[src/rtl/timer_pkg.sv]
`default_nettype none
// ============================================================================
// Module : timer_pkg
// Brief  : Shared state/unit encodings, LED patterns and helpers for timer_ctrl
// Rev    : 1.0 - initial release
// ============================================================================
package timer_pkg;

    typedef enum logic [1:0] {
        ADJ   = 2'd0,
        RUN   = 2'd1,
        PAUSE = 2'd2,
        DONE  = 2'd3
    } state_t;

    typedef enum logic [1:0] {
        SEC = 2'd0,
        MIN = 2'd1,
        HR  = 2'd2
    } sel_t;

    localparam logic [9:0] c_LED_RUN    = 10'h200;
    localparam logic [9:0] c_LED_PAUSE  = 10'h100;
    localparam logic [9:0] c_LED_DONE_A = 10'h155;
    localparam logic [9:0] c_LED_DONE_B = 10'h2AA;

    function automatic sel_t next_sel(input sel_t s);
        case (s)
            SEC:     return MIN;
            MIN:     return HR;
            default: return SEC;
        endcase
    endfunction

    function automatic logic [9:0] sel_led(input sel_t s);
        return 10'h001 << s;
    endfunction

endpackage
`default_nettype wire

[src/rtl/timer_ctrl_if.sv]
`default_nettype none
// ============================================================================
// Module : timer_ctrl_if
// Brief  : Front-panel controls in, datapath commands and status out
// Rev    : 1.0 - initial release
// ============================================================================
interface timer_ctrl_if;
    import timer_pkg::*;

    logic       stc;
    logic       inc;
    logic       run;
    logic       sw;
    logic       zero;
    sel_t       sel;
    logic       adj_up;
    logic       adj_dn;
    logic       cnt_dec;
    logic       blk;
    logic [9:0] led;
    logic [2:0] state;

    modport master (
        output stc, inc, run, sw, zero,
        input  sel, adj_up, adj_dn, cnt_dec, blk, led, state
    );

    modport slave (
        input  stc, inc, run, sw, zero,
        output sel, adj_up, adj_dn, cnt_dec, blk, led, state
    );

endinterface
`default_nettype wire

[src/rtl/timer_prescaler.sv]
`default_nettype none
// ============================================================================
// Module : timer_prescaler
// Brief  : Divide-by-DIV counter with clear/hold and a one-cycle wrap tick
// Rev    : 1.0 - initial release
// ============================================================================
module timer_prescaler #(
    parameter int DIV = 4
) (
    input  wire  clk,
    input  wire  rst_n,
    input  wire  en,
    input  wire  clr,
    input  wire  hold,
    output logic tick
);

    localparam int             c_W    = (DIV > 1) ? $clog2(DIV) : 1;
    localparam logic [c_W-1:0] c_LAST = c_W'(DIV - 1);

    logic [c_W-1:0] r_cnt;
    logic           w_step;

    assign w_step = en & ~hold & ~clr;
    assign tick   = w_step & (r_cnt == c_LAST);

    always_ff @(posedge clk or negedge rst_n) begin
        if (!rst_n) begin
            r_cnt <= '0;
        end else if (clr) begin
            r_cnt <= '0;
        end else if (w_step) begin
            r_cnt <= (r_cnt == c_LAST) ? '0 : r_cnt + 1'b1;
        end
    end

endmodule
`default_nettype wire

[src/rtl/timer_ctrl.sv]
`default_nettype none
// ============================================================================
// Module : timer_ctrl
// Brief  : Countdown timer control FSM: button edges to one-cycle datapath cmds
// Rev    : 1.0 - initial release
// ============================================================================
module timer_ctrl
    import timer_pkg::*;
#(
    parameter int TICK_DIV   = 50_000_000,
    parameter int BLINK_DIV  = 25_000_000,
    parameter int ALARM_SECS = 10
) (
    input wire          clk,
    input wire          rst_n,
    timer_ctrl_if.slave bus
);

    localparam int              c_AW         = (ALARM_SECS > 1) ? $clog2(ALARM_SECS) : 1;
    localparam logic [c_AW-1:0] c_ALARM_LAST = c_AW'(ALARM_SECS - 1);

    state_t          r_state;
    sel_t            r_sel;
    logic            r_adj_up;
    logic            r_adj_dn;
    logic            r_cnt_dec;
    logic            r_blk;
    logic [9:0]      r_led;
    logic [c_AW-1:0] r_alarm;
    logic            r_stc_q;
    logic            r_inc_q;
    logic            r_run_q;

    logic w_stc_rise;
    logic w_inc_rise;
    logic w_run_rise;
    logic w_tick;
    logic w_blink_tick;
    logic w_blink_on;
    logic w_blink_clr;

    assign w_stc_rise = bus.stc & ~r_stc_q;
    assign w_inc_rise = bus.inc & ~r_inc_q;
    assign w_run_rise = bus.run & ~r_run_q;

    // Clear on the very edge PAUSE->ADJ happens so the blink restarts visible
    assign w_blink_on  = (r_state == ADJ) || (r_state == PAUSE);
    assign w_blink_clr = ~w_blink_on | ((r_state == PAUSE) & ~w_run_rise & w_stc_rise);

    timer_prescaler #(.DIV(TICK_DIV)) u_tick_div (
        .clk  (clk),
        .rst_n(rst_n),
        .en   (r_state != ADJ),
        .clr  (r_state == ADJ),
        .hold (r_state == PAUSE),
        .tick (w_tick)
    );

    timer_prescaler #(.DIV(BLINK_DIV)) u_blink_div (
        .clk  (clk),
        .rst_n(rst_n),
        .en   (w_blink_on),
        .clr  (w_blink_clr),
        .hold (1'b0),
        .tick (w_blink_tick)
    );

    always_ff @(posedge clk or negedge rst_n) begin
        if (!rst_n) begin
            r_state   <= ADJ;
            r_sel     <= SEC;
            r_adj_up  <= 1'b0;
            r_adj_dn  <= 1'b0;
            r_cnt_dec <= 1'b0;
            r_blk     <= 1'b0;
            r_led     <= 10'h001;
            r_alarm   <= '0;
            r_stc_q   <= 1'b0;
            r_inc_q   <= 1'b0;
            r_run_q   <= 1'b0;
        end else begin
            r_stc_q   <= bus.stc;
            r_inc_q   <= bus.inc;
            r_run_q   <= bus.run;
            r_adj_up  <= 1'b0;
            r_adj_dn  <= 1'b0;
            r_cnt_dec <= 1'b0;
            if (w_blink_tick) begin
                r_blk <= ~r_blk;
            end

            case (r_state)
                ADJ: begin
                    if (w_run_rise) begin
                        if (!bus.zero) begin
                            r_state <= RUN;
                            r_led   <= c_LED_RUN;
                            r_blk   <= 1'b0;
                        end
                    end else if (w_stc_rise) begin
                        r_sel <= next_sel(r_sel);
                        r_led <= sel_led(next_sel(r_sel));
                    end else if (w_inc_rise) begin
                        r_adj_up <= ~bus.sw;
                        r_adj_dn <= bus.sw;
                    end
                end

                RUN: begin
                    if (w_tick && !bus.zero) begin
                        r_cnt_dec <= 1'b1;
                    end
                    if (w_run_rise) begin
                        r_state <= PAUSE;
                        r_led   <= c_LED_PAUSE;
                    end else if (bus.zero) begin
                        r_state <= DONE;
                        r_led   <= c_LED_DONE_A;
                        r_alarm <= '0;
                    end
                end

                PAUSE: begin
                    if (w_run_rise) begin
                        r_blk <= 1'b0;
                        if (bus.zero) begin
                            r_state <= DONE;
                            r_led   <= c_LED_DONE_A;
                            r_alarm <= '0;
                        end else begin
                            r_state <= RUN;
                            r_led   <= c_LED_RUN;
                        end
                    end else if (w_stc_rise) begin
                        r_state <= ADJ;
                        r_sel   <= SEC;
                        r_led   <= sel_led(SEC);
                        r_blk   <= 1'b0;
                    end else if (w_inc_rise) begin
                        r_adj_up <= ~bus.sw;
                        r_adj_dn <= bus.sw;
                    end
                end

                DONE: begin
                    if (w_run_rise || w_stc_rise || w_inc_rise ||
                        (w_tick && (r_alarm == c_ALARM_LAST))) begin
                        r_state <= ADJ;
                        r_sel   <= SEC;
                        r_led   <= sel_led(SEC);
                        r_blk   <= 1'b0;
                    end else if (w_tick) begin
                        r_alarm <= r_alarm + 1'b1;
                        r_led   <= (r_led == c_LED_DONE_A) ? c_LED_DONE_B : c_LED_DONE_A;
                    end
                end

                default: r_state <= ADJ;
            endcase
        end
    end

    assign bus.sel     = r_sel;
    assign bus.adj_up  = r_adj_up;
    assign bus.adj_dn  = r_adj_dn;
    assign bus.cnt_dec = r_cnt_dec;
    assign bus.blk     = r_blk;
    assign bus.led     = r_led;
    assign bus.state   = {1'b0, r_state};

endmodule
`default_nettype wire

[src/flat_wrapper.sv]
// flat-port wrapper written by rule: the top's interface ports become plain ports
module timer_ctrl_flat import timer_pkg::*;
#(
    parameter int TICK_DIV   = 50_000_000,
    parameter int BLINK_DIV  = 25_000_000,
    parameter int ALARM_SECS = 10
)
  (clk, rst_n, bus_stc, bus_inc, bus_run, bus_sw, bus_zero, bus_sel, bus_adj_up, bus_adj_dn, bus_cnt_dec, bus_blk, bus_led, bus_state);
  timer_ctrl_if bus_i ();
  input wire clk;
  input wire rst_n;
  input wire logic [$bits(bus_i.stc)-1:0] bus_stc;
  input wire logic [$bits(bus_i.inc)-1:0] bus_inc;
  input wire logic [$bits(bus_i.run)-1:0] bus_run;
  input wire logic [$bits(bus_i.sw)-1:0] bus_sw;
  input wire logic [$bits(bus_i.zero)-1:0] bus_zero;
  output wire logic [$bits(bus_i.sel)-1:0] bus_sel;
  output wire logic [$bits(bus_i.adj_up)-1:0] bus_adj_up;
  output wire logic [$bits(bus_i.adj_dn)-1:0] bus_adj_dn;
  output wire logic [$bits(bus_i.cnt_dec)-1:0] bus_cnt_dec;
  output wire logic [$bits(bus_i.blk)-1:0] bus_blk;
  output wire logic [$bits(bus_i.led)-1:0] bus_led;
  output wire logic [$bits(bus_i.state)-1:0] bus_state;
  assign bus_i.stc = bus_stc;
  assign bus_i.inc = bus_inc;
  assign bus_i.run = bus_run;
  assign bus_i.sw = bus_sw;
  assign bus_i.zero = bus_zero;
  assign bus_sel = bus_i.sel;
  assign bus_adj_up = bus_i.adj_up;
  assign bus_adj_dn = bus_i.adj_dn;
  assign bus_cnt_dec = bus_i.cnt_dec;
  assign bus_blk = bus_i.blk;
  assign bus_led = bus_i.led;
  assign bus_state = bus_i.state;
  timer_ctrl #(.TICK_DIV(TICK_DIV), .BLINK_DIV(BLINK_DIV), .ALARM_SECS(ALARM_SECS)) u_core (.clk(clk), .rst_n(rst_n), .bus(bus_i));
endmodule
[config.mk]
export PLATFORM = sky130hd
export DESIGN_NAME = timer_ctrl_flat
export DESIGN_NICKNAME = d
export VERILOG_FILES = /design/src/rtl/timer_pkg.sv /design/src/rtl/timer_ctrl_if.sv /design/src/rtl/timer_prescaler.sv /design/src/rtl/timer_ctrl.sv /design/src/flat_wrapper.sv
export SDC_FILE = /design/constraint.sdc
export NUM_CORES = 1
export LEC_CHECK = 0
export CELL_PAD_IN_SITES_DETAIL_PLACEMENT = 0
export CELL_PAD_IN_SITES_GLOBAL_PLACEMENT = 1
export CORE_MARGIN = 2
export CORE_UTILIZATION = 45
export DETAILED_ROUTE_END_ITERATION = 8
export PLACE_DENSITY = 0.9
export SLEW_MARGIN = 0
export SYNTH_ARGS = -nofsm -noshare
export SYNTH_HDL_FRONTEND = slang
export SYNTH_SLANG_ARGS = --single-unit
export TNS_END_PERCENT = 30
[constraint.sdc]
create_clock -name clk -period 2.5 [get_ports clk]
set_input_delay 0.25 -clock clk [delete_from_list [all_inputs] [get_ports clk]]
set_output_delay 0.25 -clock clk [all_outputs]
set_load 0.03 [all_outputs]
==> qor.txt <==
Status - complete, no violations
Most frequent cell after synthesis - dfrtp_1
CP cell instances - buf_4 > nand2_1 > nor4b_4 > nand4_1 > o221ai_1 > o41ai_1
Slew margin rel. - 0.388
TritonCTS Sinks - 74
Clock skew - 15.4 ps
DR DRC count - 0
RePlAce Congestion - 0.877
Reg area - 1850 um2
Non-Filler Instances - 597
# Max-Cap Violations - 0
Number of diodes - 0
Row count - 35
Vias/cell - 5.73
Syn Area/Cell - 9.21 um2
Lkg Pwr - 0.00195 uW
Root buffer cell - clkbuf_8
Seq/Total Area, Yosys - 0.446
Crit share post-route - 0.934
Die Wd - 100 um
Min Tclk post-route - 2340 ps
CP max stage delay - 540 ps
Distinct cells, synth - 62
Hold-fix buffers, CTS - 0
Synth area leader - dfrtp_1
Post-Route WL - 9030 um
Tot GR Track Use - 0.193
Slowest-stage cell, CP - dfrtp_1
Flops & latches, synth - 74
RSZ-0062 raised after global routing - no
Starting density of the core - 0.456
DR WL/cell - 15.1 um
CTS HTree Levels - 3
CP Capture Type - register
Post-Syn Nets - 462
Post-synth EDFFs - 0
Total global routing overflow - 0
Fraction of layout cells with a size suffix above 1 - 0.111
Area contributors post-synth - dfrtp_1 (44%), nor2_1 (4.6%), nand2_1 (4.3%)
CP arrival - 2550 ps
Ports - 26
Final setup margin - 165 ps
Dpl ws - 180 ps
GRT busiest layer - met2
Global-route track usage on met1 - 0.266
DRT antenna net count - 0
Setup violators final - 0
CTS buffer count - 9
Synthesized instance count - 451
Worst slew pin tran - 918 ps
Hpwl dp - 6260 um
Crit Path Class - register to register
Vias in the first global route - 3,252
CP required - 2720 ps
Initial antenna violation count - 0
Dpl cells - 581
DRT iter0 DRCs - 174
HP Class - input pin to async pin
Setup TNS - 0 ps
GR Util met3 - 0.0313
Die area - 10,000 um2
Cell Area, Synth - 4160 um2
Multi-input logic area - 2140 um2
CTS tree - built
Largest net degree at the start of global routing - 75
Fmax - 428 MHz
Final Hold Viols - 0
Filler cells - 845
Nets@finish - 492
Asr flop ratio synth - 1.00
Peak supply drop - 0.414 mV
Slew Limit Fails - 0
Clk pin slew, worst setup/hold paths - 90 ps
Core box area - 9110 um2
Synth warnings - 0
Clk_lat worst skew - 350 ps
Syn-to-layout area delta - 14.9%
Commonest cells in the netlist - dfrtp_1 (73), nor2_1 (51), nand2_1 (48)
Top cell type's share of synthesized area - 0.440
First-pass GRT wire length - 15,700 um
Pwr dens - 801 nW/um2
Startpoint types - register
Routing usage on met2 - 0.307
Chip Height - 100 um
Port bufs - 24
Clk buf depth - 2
Setup Buffers After CTS - 0
Pwr Total - 3830 uW
Pre-Repair DR Iteration Count - 4
Via Count - 3,418
Primary FF master, synth - dfrtp_1
Critical Path Fanout Max - 11
[final cells by class]
type,count,share of cell area
repair buffers,41,0.0765
inverters,15,0.0118
flip-flops and latches,74,0.388
multi-input cells,340,0.449
clock inverters,5,0.0165
clock buffers,11,0.0296
well taps,111,0.0291
[worst max-delay path: cells and delay by family (launching register included)]
family | cells | cell delay, ps
simple gates | 3 | 1000
flops | 1 | 540
buf+inv | 1 | 240
compound gates | 2 | 410
[cell usage in the layout (no fill, tap or decap), types with 2 or more instances in the layout]
| cell type | instances |
|---|---|
| a21oi_1 | 15 |
| a22o_1 | 3 |
| a31oi_1 | 9 |
| and2_1 | 3 |
| and3_1 | 4 |
| and4_1 | 8 |
| buf_4 | 18 |
| bufinv_16 | 2 |
| clkbuf_8 | 10 |
| clkdlybuf4s50_1 | 23 |
| clkinv_1 | 2 |
| clkinv_2 | 2 |
| dfrtp_1 | 73 |
| ha_1 | 4 |
| inv_1 | 13 |
| mux2_2 | 3 |
| mux2i_1 | 5 |
| nand2_1 | 48 |
| nand2b_1 | 5 |
| nand3_1 | 31 |
| nand4_1 | 18 |
| nand4b_1 | 2 |
| nor2_1 | 51 |
| nor2b_1 | 5 |
| nor3_1 | 16 |
| nor3b_1 | 2 |
| nor4_1 | 6 |
| nor4_2 | 2 |
| nor4b_1 | 3 |
| nor4b_4 | 3 |
| nor4bb_1 | 2 |
| o211ai_1 | 4 |
| o21ai_0 | 22 |
| o22a_2 | 3 |
| or3_1 | 9 |
| or4_1 | 4 |
| xnor2_1 | 18 |
| xor2_1 | 10 |
[through the flow]
step / area [um2] / hold WS [ps] / util
finish: 4780 / 42.1 / 0.524
global route: 4780 / 129 / 0.524
CTS: 4760 / 78.3 / 0.523
detailed placement: 4540 / 460 / 0.499
global placement: 4540 / 454 / 0.499
floorplan: 4160 / -45.6 / -
[power by group]
part	internal, uW	leakage (uW)	switching, uW
clock	589	0.000113	458
sequential	1330	0.00100	149
combinational	487	0.000836	817
total	2400	0.00195	1420
[routing by layer]
layer	wire [um]	share of wire	vias up
met5	0	0	-
met2	4150	0.46	64
met3	303	0.034	10
met1	4440	0.49	1661
met4	135	0.015	0
li1	-	-	1683
[flip-flops by register name, indices dropped and copies added (netlist names)]
register / cells
u_core.r_run_q: 1
u_core.bus.adj_up: 1
u_core.bus.sel: 2
u_core.bus.cnt_dec: 1
u_core.r_stc_q: 1
u_core.bus.adj_dn: 1
u_core.r_alarm: 4
u_core.bus.led: 8
u_core.u_tick_div.r_cnt: 26
u_core.bus.blk: 1
u_core.r_inc_q: 1
u_core.r_state: 2
u_core.u_blink_div.r_cnt: 25
[worst paths after layout]
check	from	to	slack, ps	depth (start not counted)
hold reg to reg	u_core.u_blink_div.r_cnt[0]	u_core.u_blink_div.r_cnt[0]	500	1
min in group clk	bus_inc	u_core.r_inc_q	390	1
max in group asynchronous	rst_n	u_core.u_blink_div.r_cnt[0]	1870	1
hold / removal	rst_n	u_core.u_blink_div.r_cnt[19]	40	1
setup / recovery	u_core.r_state[0]	u_core.r_alarm[2]	160	6
setup reg to reg	u_core.r_state[0]	u_core.r_alarm[2]	160	6
[cells by family (layout without fill, tap and decap cells)]
family | count (synthesis) | in the layout | share of synthesized area
adders and majority gates | 4 | 4 | 0.0120
and+or+nand+nor | 228 | 228 | 0.307
DFF | 74 | 74 | 0.446
other | 1 | 1 | 0.000902
muxes | 8 | 8 | 0.0202
buffers and inverters | 37 | 72 | 0.0419
xor gates and xnor gates | 28 | 28 | 0.0590
AOI/OAI and AO/OA | 71 | 71 | 0.113
[timing repair]
action,4_1_cts,5_1_grt
gates resized for setup,0,2
setup endpoints to repair,0,3
hold endpoints to repair,0,0
Power figures use the tool's default switching activity.
